--- src/rtl/uart_tx_arbiter.sv ---
// uart_tx_arbiter: 4-way round-robin arbiter that feeds one shared UART transmitter.
// Define UART_ARB_ERR_RETRY_EN so that each failed transfer is retried once before an error is reported.
module uart_tx_arbiter #(
  parameter int TIMEOUT_CYCLES = 20000
) (
  input  logic        clk,
  input  logic        rst,
  input  logic [3:0]  req_valid_i,
  input  logic [31:0] req_data_i,
  output logic [3:0]  req_ready_o,
  output logic        uart_tx_start_o,
  output logic [7:0]  uart_tx_data_o,
  input  logic        uart_tx_done_i,
  input  logic        uart_tx_err_i,
  output logic        busy_o,
  output logic [1:0]  grant_id_o,
  output logic        done_pulse_o,
  output logic        err_pulse_o,
  output logic        timeout_pulse_o
);
  typedef enum logic [1:0] {IDLE, GRANT, START, WAIT} state_e;
  localparam logic [15:0] LAST_CNT = 16'(TIMEOUT_CYCLES - 1);
  state_e      state_q, state_d;
  logic [1:0]  grant_q, grant_d, last_q, last_d, pick, idx;
  logic [7:0]  data_q, data_d;
  logic [15:0] cnt_q, cnt_d;
  logic        done_q, done_d, err_q, err_d, to_q, to_d;
  logic        found, tmo, fail;
`ifdef UART_ARB_ERR_RETRY_EN
  logic        retry_q, retry_d;
`endif
  // Search starts one past the previous winner so every requester gets a turn.
  always_comb begin
    pick = last_q;
    found = 1'b0;
    idx = last_q;
    for (int k = 1; k <= 4; k++) begin
      idx = last_q + 2'(k);
      if (!found && req_valid_i[idx]) begin
        pick = idx;
        found = 1'b1;
      end
    end
  end
  always_comb begin
    state_d = state_q;
    grant_d = grant_q;
    last_d  = last_q;
    data_d  = data_q;
    cnt_d   = cnt_q;
    done_d  = 1'b0;
    err_d   = 1'b0;
    to_d    = 1'b0;
    tmo     = cnt_q == LAST_CNT;
    fail    = uart_tx_done_i ? uart_tx_err_i : tmo;
`ifdef UART_ARB_ERR_RETRY_EN
    retry_d = retry_q;
`endif
    case (state_q)
      IDLE: if (|req_valid_i) begin
        grant_d = pick;
        state_d = GRANT;
      end
      GRANT: begin
        data_d  = req_data_i[8*grant_q +: 8];
        state_d = START;
`ifdef UART_ARB_ERR_RETRY_EN
        retry_d = 1'b0;
`endif
      end
      START: begin
        cnt_d   = '0;
        state_d = WAIT;
      end
      WAIT: begin
        cnt_d = cnt_q + 16'd1;
        // A done arriving in the final timeout cycle wins over the timeout.
        if (uart_tx_done_i || tmo) begin
          last_d  = grant_q;
          state_d = IDLE;
`ifdef UART_ARB_ERR_RETRY_EN
          if (fail && !retry_q) begin
            retry_d = 1'b1;
            state_d = START;
          end else begin
            done_d = !fail;
            err_d  = fail;
            to_d   = fail && !uart_tx_done_i;
          end
`else
          done_d = !fail;
          err_d  = fail;
          to_d   = !uart_tx_done_i;
`endif
        end
      end
      default: state_d = IDLE;
    endcase
  end
  always_ff @(posedge clk or posedge rst) begin
    if (rst) begin
      state_q <= IDLE;
      grant_q <= 2'd0;
      last_q  <= 2'd3;
      data_q  <= 8'd0;
      cnt_q   <= 16'd0;
      done_q  <= 1'b0;
      err_q   <= 1'b0;
      to_q    <= 1'b0;
    end else begin
      state_q <= state_d;
      grant_q <= grant_d;
      last_q  <= last_d;
      data_q  <= data_d;
      cnt_q   <= cnt_d;
      done_q  <= done_d;
      err_q   <= err_d;
      to_q    <= to_d;
    end
  end
`ifdef UART_ARB_ERR_RETRY_EN
  always_ff @(posedge clk or posedge rst) begin
    if (rst) retry_q <= 1'b0;
    else retry_q <= retry_d;
  end
`endif
  assign req_ready_o     = (state_q == GRANT) ? (4'b0001 << grant_q) : 4'b0000;
  assign uart_tx_start_o = state_q == START;
  assign busy_o          = state_q != IDLE;
  assign uart_tx_data_o  = data_q;
  assign grant_id_o      = grant_q;
  assign done_pulse_o    = done_q;
  assign err_pulse_o     = err_q;
  assign timeout_pulse_o = to_q;
endmodule

--- config.mk ---
export PLATFORM = sky130hd
export DESIGN_NAME = uart_tx_arbiter
export DESIGN_NICKNAME = d
export VERILOG_FILES = /design/src/rtl/uart_tx_arbiter.sv
export SDC_FILE = /design/constraint.sdc
export NUM_CORES = 1
export LEC_CHECK = 0
export ABC_AREA = 1
export BUFFER_PORTS_ARGS = -buffer_cell sky130_fd_sc_hd__buf_4
export CORE_ASPECT_RATIO = 0.8
export CORE_MARGIN = 5
export CORE_UTILIZATION = 50
export DETAILED_ROUTE_END_ITERATION = 8
export GPL_ROUTABILITY_DRIVEN = 0
export PLACE_DENSITY_LB_ADDON = 0.15
export SLEW_MARGIN = 20
export SYNTH_ARGS = -nofsm -noshare
export SYNTH_HDL_FRONTEND = slang
export SYNTH_SLANG_ARGS = --single-unit
--- constraint.sdc ---
create_clock -name clk -period 1.6 [get_ports clk]
set_input_delay 0.32 -clock clk [delete_from_list [all_inputs] [get_ports clk]]
set_output_delay 0.32 -clock clk [all_outputs]
set_load 0.03 [all_outputs]
## Word-level counts from Yosys, hierarchy flattened

Cells that the tools add are included.
Widths: inputs -> output; s select.

- Add/sub/neg operators: 4
- Order comparisons: 4
- Eq/ne operators: 6
- Shift-type cells: 2
- Mux-type cells: 27
- Reductions and logical operators: 16

Operator list:

| kind | count |
|---|---|
| $pmux 16 s2 | 1 |
| $shiftx 32x6->8 | 1 |
| $add 16x1->16 const B | 1 |
| $eq 16x15->1 const B | 1 |
| $mux 1 | 14 |
| $lt 2x3->1 const B | 4 |
| $mux 2 | 6 |
| $bmux 1 s2 | 4 |
| $pmux 2 s4 | 1 |
| $reduce_and 2->1 | 3 |
| $logic_not 1->1 | 5 |
| $add 2x2->2 const B | 2 |
| $eq 2x2->1 const B | 2 |
| $mux 4 | 1 |
| $ne 2x2->1 const B | 2 |
| $reduce_bool 2->1 | 2 |
| $reduce_or 4->1 | 1 |
| $shl 1x2->4 const A | 1 |
| $logic_and 1x1->1 | 3 |
| $add 2x1->2 const B | 1 |
| $eq 2x1->1 const B | 1 |
| $logic_not 2->1 | 1 |
| $logic_or 1x1->1 | 1 |

- Flip-flop bits (word level): 33
- Bits of input ports: 40
- Output and inout bits: 19
- Logic and storage cells: 67

## Depth between registers and ports, before layout

Gate-level depths: netlist of run 1.

- Depth in word-level cells: 13
- Mapped depth: 12
- Depth with buffers taken out: 11

## Worst setup path before layout of run 1

No wires, ideal clock.

- Path kind: flip-flop to output port
- Start: register state_q[1]
- End: output req_ready_o[1]
- Arrival time: 1.504 ns
- Data required time: 1.280 ns
- Path slack: -0.224 ns
- Stages on the path, launching flop included: 5
- Buffers on the path: 0
- Cells stage by stage: dfrtp_1 > inv_1 > ha_1 > inv_1 > nor3_1

- Word-level cells in the longest chain between the ends: 2

Ends and longest elaborated chain:

| what | RTL line | RTL |
|---|---|---|
| start, declared | 23 | `state_e state_q, state_d;` |
| start signal, assigned | 111 | `state_q <= state_d;` |
| $eq 2x1->1 | 127 | `assign req_ready_o = (state_q == GRANT) ? (4'b0001 << grant_q) : 4'b0000;` |
| $mux 4 | 127 |  |
| end, declared | 10 | `output logic [3:0] req_ready_o,` |

No other way between the ends.

## Final worst setup path of run 1

Ends and elaborated chain as after synthesis.

==> impl_metrics.tcl, run 1 <==
set metrics [dict create \
    dieArea_um2 5345 \
    ys_seq_area_share_pct 41.66 \
    diodes 0 \
    wl_per_cell_um 14.26 \
    io_pins 59 \
    clock_latency_ps 300 \
    skew_ps 5.061 \
    crit_path_max_fanout 6 \
    clock.fmax_mhz 625.5 \
    critPathCaptureType "output port" \
    r2r.worst_path.cells 11 \
    io_buffers 58 \
    clk_path_buf_depth 2 \
    clock_sinks 33 \
    path_cells "inv_2, ha_4, inv_8, nor3_4, buf_6" \
    slew_viol_final 0 \
    r2r_slack_ps 20 \
    grt_use_total_pct 21.42 \
    dp_slack_ps 51.30 \
    crit_family "flip-flops" \
    numCtsBuffers 5 \
    holdBufCountCts 0 \
    synth_cell_types 33 \
    nFillCells 297 \
    ant_nets 0 \
    drive_gt1_share_pct 35.16 \
    antenna_found_initial 0 \
    min_path_type "in2async" \
    wirelength_um 5733 \
    root_buffer "clkbuf_8" \
    arrival_ps 1280 \
    synth_fp_nets 313 \
    tns_ps 0 \
    slowest_delay_ps 400 \
    status "complete, no violations" \
    p_per_area_nw_per_um2 1790 \
    critical_path_class "reg2out" \
    row_count 20 \
    vias_per_cell 5.132 \
    ys_warn_count 0 \
    setup_viol 0 \
    dr.first_iter.drc_count 131 \
    grt_pass1_vias 1878 \
    grt_max_degree 34 \
    p_leak_nw 1.423 \
    dp_hpwl_um 3961 \
    netlist_instances 267 \
    fin_util_pct 74.31 \
    vdd_drop_max_uv 1279 \
    drtPass1Iterations 4 \
    worst_path_max_delay_cell "dfrtp_1" \
    cp-start-kind "flop" \
    drc 0 \
    layout.area.seq_um2 832.0 \
    cp.buffers_inverters 3 \
    syn_avg_cell_area_um2 7.446 \
    grt_overflow_total 0 \
    relSlewSlack_pct 71.39 \
    tritoncts "yes" \
    area_delta_synth_final_pct 43.11 \
    syn-cell-area_um2 1988 \
    start_util_pct 51.93 \
    fin_crit_ps 1599 \
    total_power_w 0.005093 \
    layout.nets 392 \
    via_count 2063 \
    multiInputGateArea_um2 1120 \
    ys_ff_latch 33 \
    reg2reg_from "last_q[0]$_DFFE_PP1P_" \
    h-tree-depth 2 \
    die_width_um 80.50 \
    period_share_pct 99.93 \
    maxCapViolations 0 \
    crit_required_ps 1280 \
    hold_viol 0 \
    tightest_slew_ps 429.1 \
    grt_pass1_wl_um 8611 \
    rsz0062_at_grt "true" \
    clk_pin_slew_ps 70 \
    rr_endpoint "grant_id_o[1]$_DFFE_PP0P_" \
    final.setup.worst_slack_ps 1.188 \
    core_um2 3829 \
    die_h_um 66.40 \
]
-- registers in the layout (all words and copies together), names as in the netlist --
name	cells
err_pulse_o	1
grant_id_o	2
last_q	2
timeout_pulse_o	1
uart_tx_data_o	8
done_pulse_o	1
state_q	2
cnt_q	16
-- repair_timing --
item,in CTS,in global routing
pin swaps,1,5
hold endpoints to repair,0,0
setup endpoints to repair,4,12
buffers inserted,3,7
gates resized for setup,11,26
-- worst reg2reg max path, delay by kind of cell, from the launching register on --
kind | cells | cell delay (ps)
simple gates | 9 | 690
buf+inv | 2 | 190
flops | 1 | 640
-- cell usage in the layout (no fill, tap or decap), types with 2 or more instances in the layout --
cell type and instances:
nand2_1 86, nor3_4 3, o31ai_1 2, clkbuf_8 6, nand3_2 2, a31oi_1 3, buf_4 71, buf_6 5
inv_1 22, inv_2 5, nand3_1 13, dfrtp_1 28, ha_4 4, a21oi_1 8, nand2_2 11, nor2_4 2
ha_1 2, a41oi_1 2, mux2i_1 2, o22ai_1 3, nand4_1 6, dfstp_2 2, nor2_1 23, dfrtp_2 3
nor3_1 5, a22oi_1 8, o21ai_0 8
-- metrics by stage --
| stage | instances | instance area (um2) | hold WS (ps) |
|---|---|---|---|
| 6_report | 402 | 2845 | 111.9 |
| 5_1_grt | 402 | 2845 | 171.9 |
| 4_1_cts | 395 | 2700 | 137.5 |
| 3_5_place_dp | 384 | 2525 | 456.8 |
| 3_3_place_gp | 384 | 2525 | 437.0 |
| 2_1_floorplan | 267 | 1988 | 391.4 |
-- power by group --
group	internal [W]	switching, W
Sequential	0.00108	0.000258
Combinational	0.00116	0.00174
Clock	0.000508	0.000336
-- metal layers --
metal / vias up / global-route usage (%) / part of all wire [%]
met5: - / 0 / 0
met4: 0 / 6.540 / 1.3
met3: 8 / 7.766 / 7.3
met2: 69 / 32.54 / 48
met1: 951 / 28.41 / 43
li1: 1035 / - / -
-- worst max path at each step --
| stage | start | end | depth (start not counted) |
|---|---|---|---|
| CTS | state_q[0]$_DFFE_PP0P_ | busy_o | 4 |
| floorplan | state_q[1]$_DFFE_PP0P_ | req_ready_o[1] | 4 |
| global route | last_q[0]$_DFFE_PP1P_ | grant_id_o[1]$_DFFE_PP0P_ | 11 |
| global placement | last_q[0]$_DFFE_PP1P_ | grant_id_o[1]$_DFFE_PP0P_ | 11 |
| finish | state_q[1]$_DFFE_PP0P_ | req_ready_o[1] | 5 |
| detailed placement | last_q[0]$_DFFE_PP1P_ | grant_id_o[1]$_DFFE_PP0P_ | 11 |
-- logic make-up (layout without fill, tap and decap cells) --
family | count (synthesis) | after routing | synth area share, %
AOI/OAI and AO/OA | 38 | 38 | 12.15
adders and majority gates | 6 | 6 | 3.776
DFF | 33 | 33 | 41.66
xor gates and xnor gates | 1 | 1 | 0.4406
muxes | 2 | 2 | 1.007
and+or+nand+nor | 154 | 154 | 33.98
buffers and inverters | 33 | 113 | 6.985
-- Yosys cell counts, drive strengths merged --
master / count / area (um2)
a21o: 1 / 8.760
a21oi: 9 / 48.80
a22oi: 8 / 60.06
a31oi: 3 / 18.77
a41oi: 2 / 17.52
buf: 3 / 23.77
clkbuf: 1 / 3.750
dfrtp: 31 / 775.7
dfstp: 2 / 52.55
ha: 6 / 75.07
inv: 29 / 111.4
mux2i: 2 / 20.02
nand2: 97 / 379.1
nand3: 15 / 80.08
nand3b: 1 / 7.510
nand4: 6 / 37.54
nor2: 26 / 115.1
nor3: 9 / 56.31
o21ai: 9 / 45.04
o22ai: 3 / 18.77
o31a: 1 / 8.760
o31ai: 2 / 15.01
xor2: 1 / 8.760
-- layout make-up --
class,instances,area share [%]
multi-input cells,201,39.36
inverters,29,4.178
flip-flops and latches,33,29.24
well taps,55,2.419
clock inverters,1,1.055
clock buffers,7,3.034
repair buffers,76,20.71
Note: power is estimated with default switching activity, not from simulation.
==> inputs of run 2 (changes only) <==
--- a/config.mk
+++ b/config.mk
@@ -7,9 +7,9 @@
 export LEC_CHECK = 0
 export ABC_AREA = 1
 export BUFFER_PORTS_ARGS = -buffer_cell sky130_fd_sc_hd__buf_4
-export CORE_ASPECT_RATIO = 0.8
+export CORE_ASPECT_RATIO = 0.75
 export CORE_MARGIN = 5
-export CORE_UTILIZATION = 50
+export CORE_UTILIZATION = 51
 export DETAILED_ROUTE_END_ITERATION = 8
 export GPL_ROUTABILITY_DRIVEN = 0
 export PLACE_DENSITY_LB_ADDON = 0.15
==> run 2 against run 1 <==
Net effect: combinational power about the same; via count decreased by 0.15%; die area decreased by 1.6%; register-to-register slack improved by 20 ps; global-route usage decreased by 1.5 points; sequential share of layout area increased by 0.22 points; setup slack improved by 3.3 ps; worst hold slack improved by 4.1 ps; clock power decreased by 17%; routed wire length decreased by 6.7%.
==> impl_metrics.tcl, run 2 (synthesis results as in run 1) <==
set metrics [dict create \
    cp-endpoint "uart_tx_start_o" \
    dieArea_um2 5260 \
    io_pins 59 \
    crit_path_max_fanout 4 \
    multiInputGateArea_um2 1120 \
    tns_ps 0 \
    min_path_type "in2async" \
    dp_hpwl_um 3786 \
    dr.first_iter.drc_count 111 \
    die_width_um 82.10 \
    layout.nets 392 \
    r2r.worst_path.cells 10 \
    diodes 0 \
    maxCapViolations 0 \
    final_area_um2 2824 \
    skew_ps 5.875 \
    grt_overflow_total 0 \
    numCtsBuffers 5 \
    clk_path_buf_depth 2 \
    final_common_cell "nand2_1" \
    drc 0 \
    rsz0062_at_grt "true" \
    core_um2 3709 \
    row_count 19 \
    largest_reg_flops 16 \
    grt_pass1_vias 1828 \
    fin_crit_ps 1596 \
    place_area_um2 2529 \
    total_power_w 0.004934 \
    setup_viol 0 \
    clock_sinks 33 \
    antenna_found_initial 0 \
    period_share_pct 99.72 \
    wirelength_um 5351 \
    clock_latency_ps 290 \
    die_h_um 64.07 \
    critical_path_class "reg2out" \
    start_util_pct 53.61 \
    cp-start-kind "flop" \
    p_leak_nw 1.432 \
    crit_start "state_q[0]$_DFFE_PP0P_" \
    area_delta_synth_final_pct 42.04 \
    r2r_slack_ps 40 \
    drtPass1Iterations 6 \
    relSlewSlack_pct 71.98 \
    regMostFlops "cnt_q" \
    fin_util_pct 76.15 \
    status "complete, no violations" \
    h-tree-depth 2 \
    layout.area.seq_um2 832.0 \
    ant_nets 0 \
    vias_per_cell 5.163 \
    vdd_drop_max_uv 880.6 \
    slew_viol_final 0 \
    drive_gt1_share_pct 34.87 \
    grt_use_total_pct 19.89 \
    critPathCaptureType "output port" \
    clk_pin_slew_ps 70 \
    via_count 2060 \
    tritoncts "yes" \
    crit_required_ps 1280 \
    reg2reg_from "state_q[1]$_DFFE_PP0P_" \
    nFillCells 283 \
    hold_viol 0 \
    clock.fmax_mhz 626.7 \
    rr_endpoint "cnt_q[8]$_DFFE_PP0P_" \
    root_buffer "clkbuf_8" \
    wl_per_cell_um 13.41 \
    io_buffers 58 \
    arrival_ps 1280 \
    p_per_area_nw_per_um2 1747 \
    mostFrequentLayoutCells "nand2_1 (86), buf_4 (71), dfrtp_1 (28)" \
    grt_max_degree 34 \
    grt_pass1_wl_um 8114 \
    holdBufCountCts 0 \
    tightest_slew_ps 420.3 \
    hold_slack_ps 116.0 \
]
## run 2: changes by cell type in the layout (fill, tap and decap cells not counted), sizes merged
cell	before	now
bufinv	1	0
clkinv	0	1
## run 2: layout make-up
class / count / area share (%)
Multi-Input combinational cell: 201 / 39.65
Sequential cell: 33 / 29.46
Timing Repair Buffer: 76 / 20.87
Inverter: 29 / 4.121
Clock buffer: 7 / 3.412
Tap cell: 52 / 2.304
Clock inverter: 1 / 0.1772
## run 2: metrics by stage
stage / std cells / setup slack [ps]
after detailed placement: 382 / 66.24
after floorplan: 267 / -223.9
after global routing: 399 / -49.49
after CTS: 393 / 4.847
final: 399 / 4.442
after global placement: 382 / 115.4
## run 2: critical path, cell delays in order, from the launching register on
cell and delay, ps:
dfrtp_2 460, inv_2 130, ha_4 150, buf_4 120, buf_6 120
## run 2: what timing repair did
item	in CTS	in global routing
gates resized for setup	12	26
pin swaps	3	8
endpoints found under the setup margin	5	12
buffers inserted	3	6
## run 2: power by group
| part | leakage, nW | switching, W | total, W | internal (W) |
|---|---|---|---|---|
| registers | 0.422 | 0.000250 | 0.00133 | 0.00108 |
| logic | 0.955 | 0.00172 | 0.00290 | 0.00118 |
| clock network | 0.0542 | 0.000309 | 0.000698 | 0.000389 |
## run 2: routing by layer
metal	up-vias	wire, um	global-route usage (%)
li1	1034	-	-
met2	81	2378	28.02
met4	0	96	6.224
met5	-	0	0
met3	11	405	5.899
met1	934	2471	29.23
## run 2: worst min path at each step
stage	start	to	slack, ps
floorplan	uart_tx_done_i	timeout_pulse_o$_DFF_PP0_	390
global placement	rst	cnt_q[13]$_DFFE_PP0P_	440
detailed placement	rst	cnt_q[15]$_DFFE_PP0P_	440
CTS	rst	cnt_q[15]$_DFFE_PP0P_	130
global route	rst	cnt_q[15]$_DFFE_PP0P_	160
finish	rst	cnt_q[15]$_DFFE_PP0P_	120
==> inputs of run 3 (changes only) <==
--- a/config.mk
+++ b/config.mk
@@ -8,7 +8,6 @@
 export ABC_AREA = 1
 export BUFFER_PORTS_ARGS = -buffer_cell sky130_fd_sc_hd__buf_4
 export CORE_ASPECT_RATIO = 0.75
-export CORE_MARGIN = 5
 export CORE_UTILIZATION = 51
 export DETAILED_ROUTE_END_ITERATION = 8
 export GPL_ROUTABILITY_DRIVEN = 0
==> run 3 against run 2 <==
Net effect: the run now ends with setup timing left; setup slack got worse by 33 ps; global-route usage rose by 5.5 points; cell count did not move; routed wire length fell by 6.3%; worst hold slack improved by 9.4 ps; register-to-register slack barely moved; critical path type unchanged; highest routed layer unchanged.
==> impl_metrics.tcl, run 3 (synthesis results as in run 1) <==
set metrics [dict create \
    final_common_cell "nand2_1" \
    drc 0 \
    path_cells "buf_6, inv_2, ha_2, buf_6, buf_6" \
    grt_use_total_pct 25.44 \
    dr.first_iter.drc_count 95 \
    maxCapViolations 0 \
    grt_pass1_vias 1893 \
    final_area_um2 2811 \
    p_leak_nw 1.425 \
    layout.nets 393 \
    min_path_type "in2async" \
    skew_ps 3.135 \
    worst_path_max_delay_cell "dfrtp_2" \
    rsz0062_at_grt "true" \
    wl_per_cell_um 12.57 \
    core_um2 3685 \
    violations "setup timing" \
    grt_overflow_total 0 \
    critical_path_class "reg2out" \
    area_delta_synth_final_pct 41.41 \
    h-tree-depth 2 \
    slew_viol_final 0 \
    regMostFlops "cnt_q" \
    clock.fmax_mhz 614.2 \
    hold_viol 0 \
    wirelength_um 5016 \
    tightest_slew_ps 417.1 \
    crit_required_ps 1280 \
    clk_pin_slew_ps 70 \
    die_width_um 74.10 \
    io_buffers 58 \
    cp-start-kind "flop" \
    numCtsBuffers 5 \
    p_per_area_nw_per_um2 1711 \
    cp.buffers_inverters 4 \
    relSlewSlack_pct 72.19 \
    root_buffer "clkbuf_8" \
    dp_hpwl_um 3494 \
    holdBufCountCts 0 \
    antenna_found_initial 0 \
    tritoncts "yes" \
    critPathCaptureType "output port" \
    dieArea_um2 4155 \
    clock_latency_ps 280 \
    status "complete, but fails checks" \
    row_count 19 \
    via_count 2077 \
    grt_max_degree 34 \
    die_h_um 56.07 \
    drive_gt1_share_pct 34.58 \
    slowest_delay_ps 420 \
    final.setup.worst_slack_ps -28.22 \
    vdd_drop_max_uv 923.1 \
    clk_path_buf_depth 2 \
    setup_viol 3 \
    fin_crit_ps 1628 \
    crit_path_max_fanout 3 \
    crit_path_frequent_cell "buf_6" \
    vias_per_cell 5.206 \
    tns_ps -45.24 \
    ant_nets 0 \
    largest_reg_flops 16 \
    period_share_pct 101.8 \
    arrival_ps 1310 \
    drtPass1Iterations 4 \
    crit_family "buffers and inverters" \
    place_area_um2 2536 \
    start_util_pct 53.96 \
    mostFrequentLayoutCells "nand2_1 (89), buf_4 (69), dfrtp_1 (28)" \
    diodes 0 \
    io_pins 59 \
    grt_pass1_wl_um 8197 \
    clock_sinks 33 \
]
==> run 3: changes by cell type in the layout (fill, tap and decap cells not counted), moves of 2 or more <==
cell,previous run,this run
ha_4,4,2
nand2_2,9,7
buf_6,5,7
buf_4,71,69
ha_2,0,2
nand2_1,86,89
==> run 3: where the power goes <==
part / switching (W) / internal [W]
registers: 0.000218 / 0.00108
clock network: 0.000298 / 0.000341
logic: 0.00170 / 0.00117
==> run 3: cell type report <==
cell class / count / area (um2)
fill: 271 / 873.3
inverter: 29 / 116.4
timing repair buffer: 77 / 616.8
tap: 52 / 65.06
sequential: 33 / 832.0
clock buffer: 7 / 86.33
multi-input combinational: 201 / 1095
==> run 3: repair_timing <==
| action | in CTS | in global routing |
|---|---|---|
| pin swaps | 0 | 10 |
| setup buffers | 3 | 6 |
| endpoints found under the setup margin | 5 | 21 |
| gates resized for setup | 11 | 23 |
==> run 3: worst paths after layout <==
path                       slack [ps]                       endpoint                           from  depth (start not counted)
max in group asynchronous        1150          last_q[0]$_DFFE_PP1P_                            rst                          3
setup / recovery                  -30                uart_tx_start_o         state_q[0]$_DFFE_PP0P_                          5
hold reg to reg                   480  uart_tx_data_o[2]$_DFFE_PP0P_  uart_tx_data_o[2]$_DFFE_PP0P_                          2
setup reg to reg                   30          cnt_q[14]$_DFFE_PP0P_         state_q[0]$_DFFE_PP0P_                          9
hold / removal                    130          cnt_q[13]$_DFFE_PP0P_                            rst                          3
min in group clk                  190         done_pulse_o$_DFF_PP0_                  uart_tx_err_i                          2
==> run 3: tightest hold or removal path, cell delays in order <==
cell and delay, ps:
buf_4 100, inv_1 40, buf_4 370
==> run 3: layer usage <==
layer | GRT usage, % | wire (um)
met1 | 36.98 | 2427
met5 | 0 | 0
met4 | 6.868 | 75
met3 | 4.710 | 214
met2 | 38.57 | 2299
==> run 3: metrics by stage <==
step | cells | hold slack [ps] | total power (W) | util, % | worst slack (ps)
after global routing | 399 | 164.8 | 0.005164 | 76.30 | -78.82
after CTS | 393 | 138.5 | 0.004460 | 72.73 | 4.199
after detailed placement | 383 | 444.8 | 0.003673 | 68.83 | 76.50
after global placement | 383 | 445.2 | 0.003637 | 68.83 | 137.0
after floorplan | 267 | 391.4 | 0.002881 | - | -223.9
final | 399 | 125.3 | 0.004811 | 76.30 | -28.22
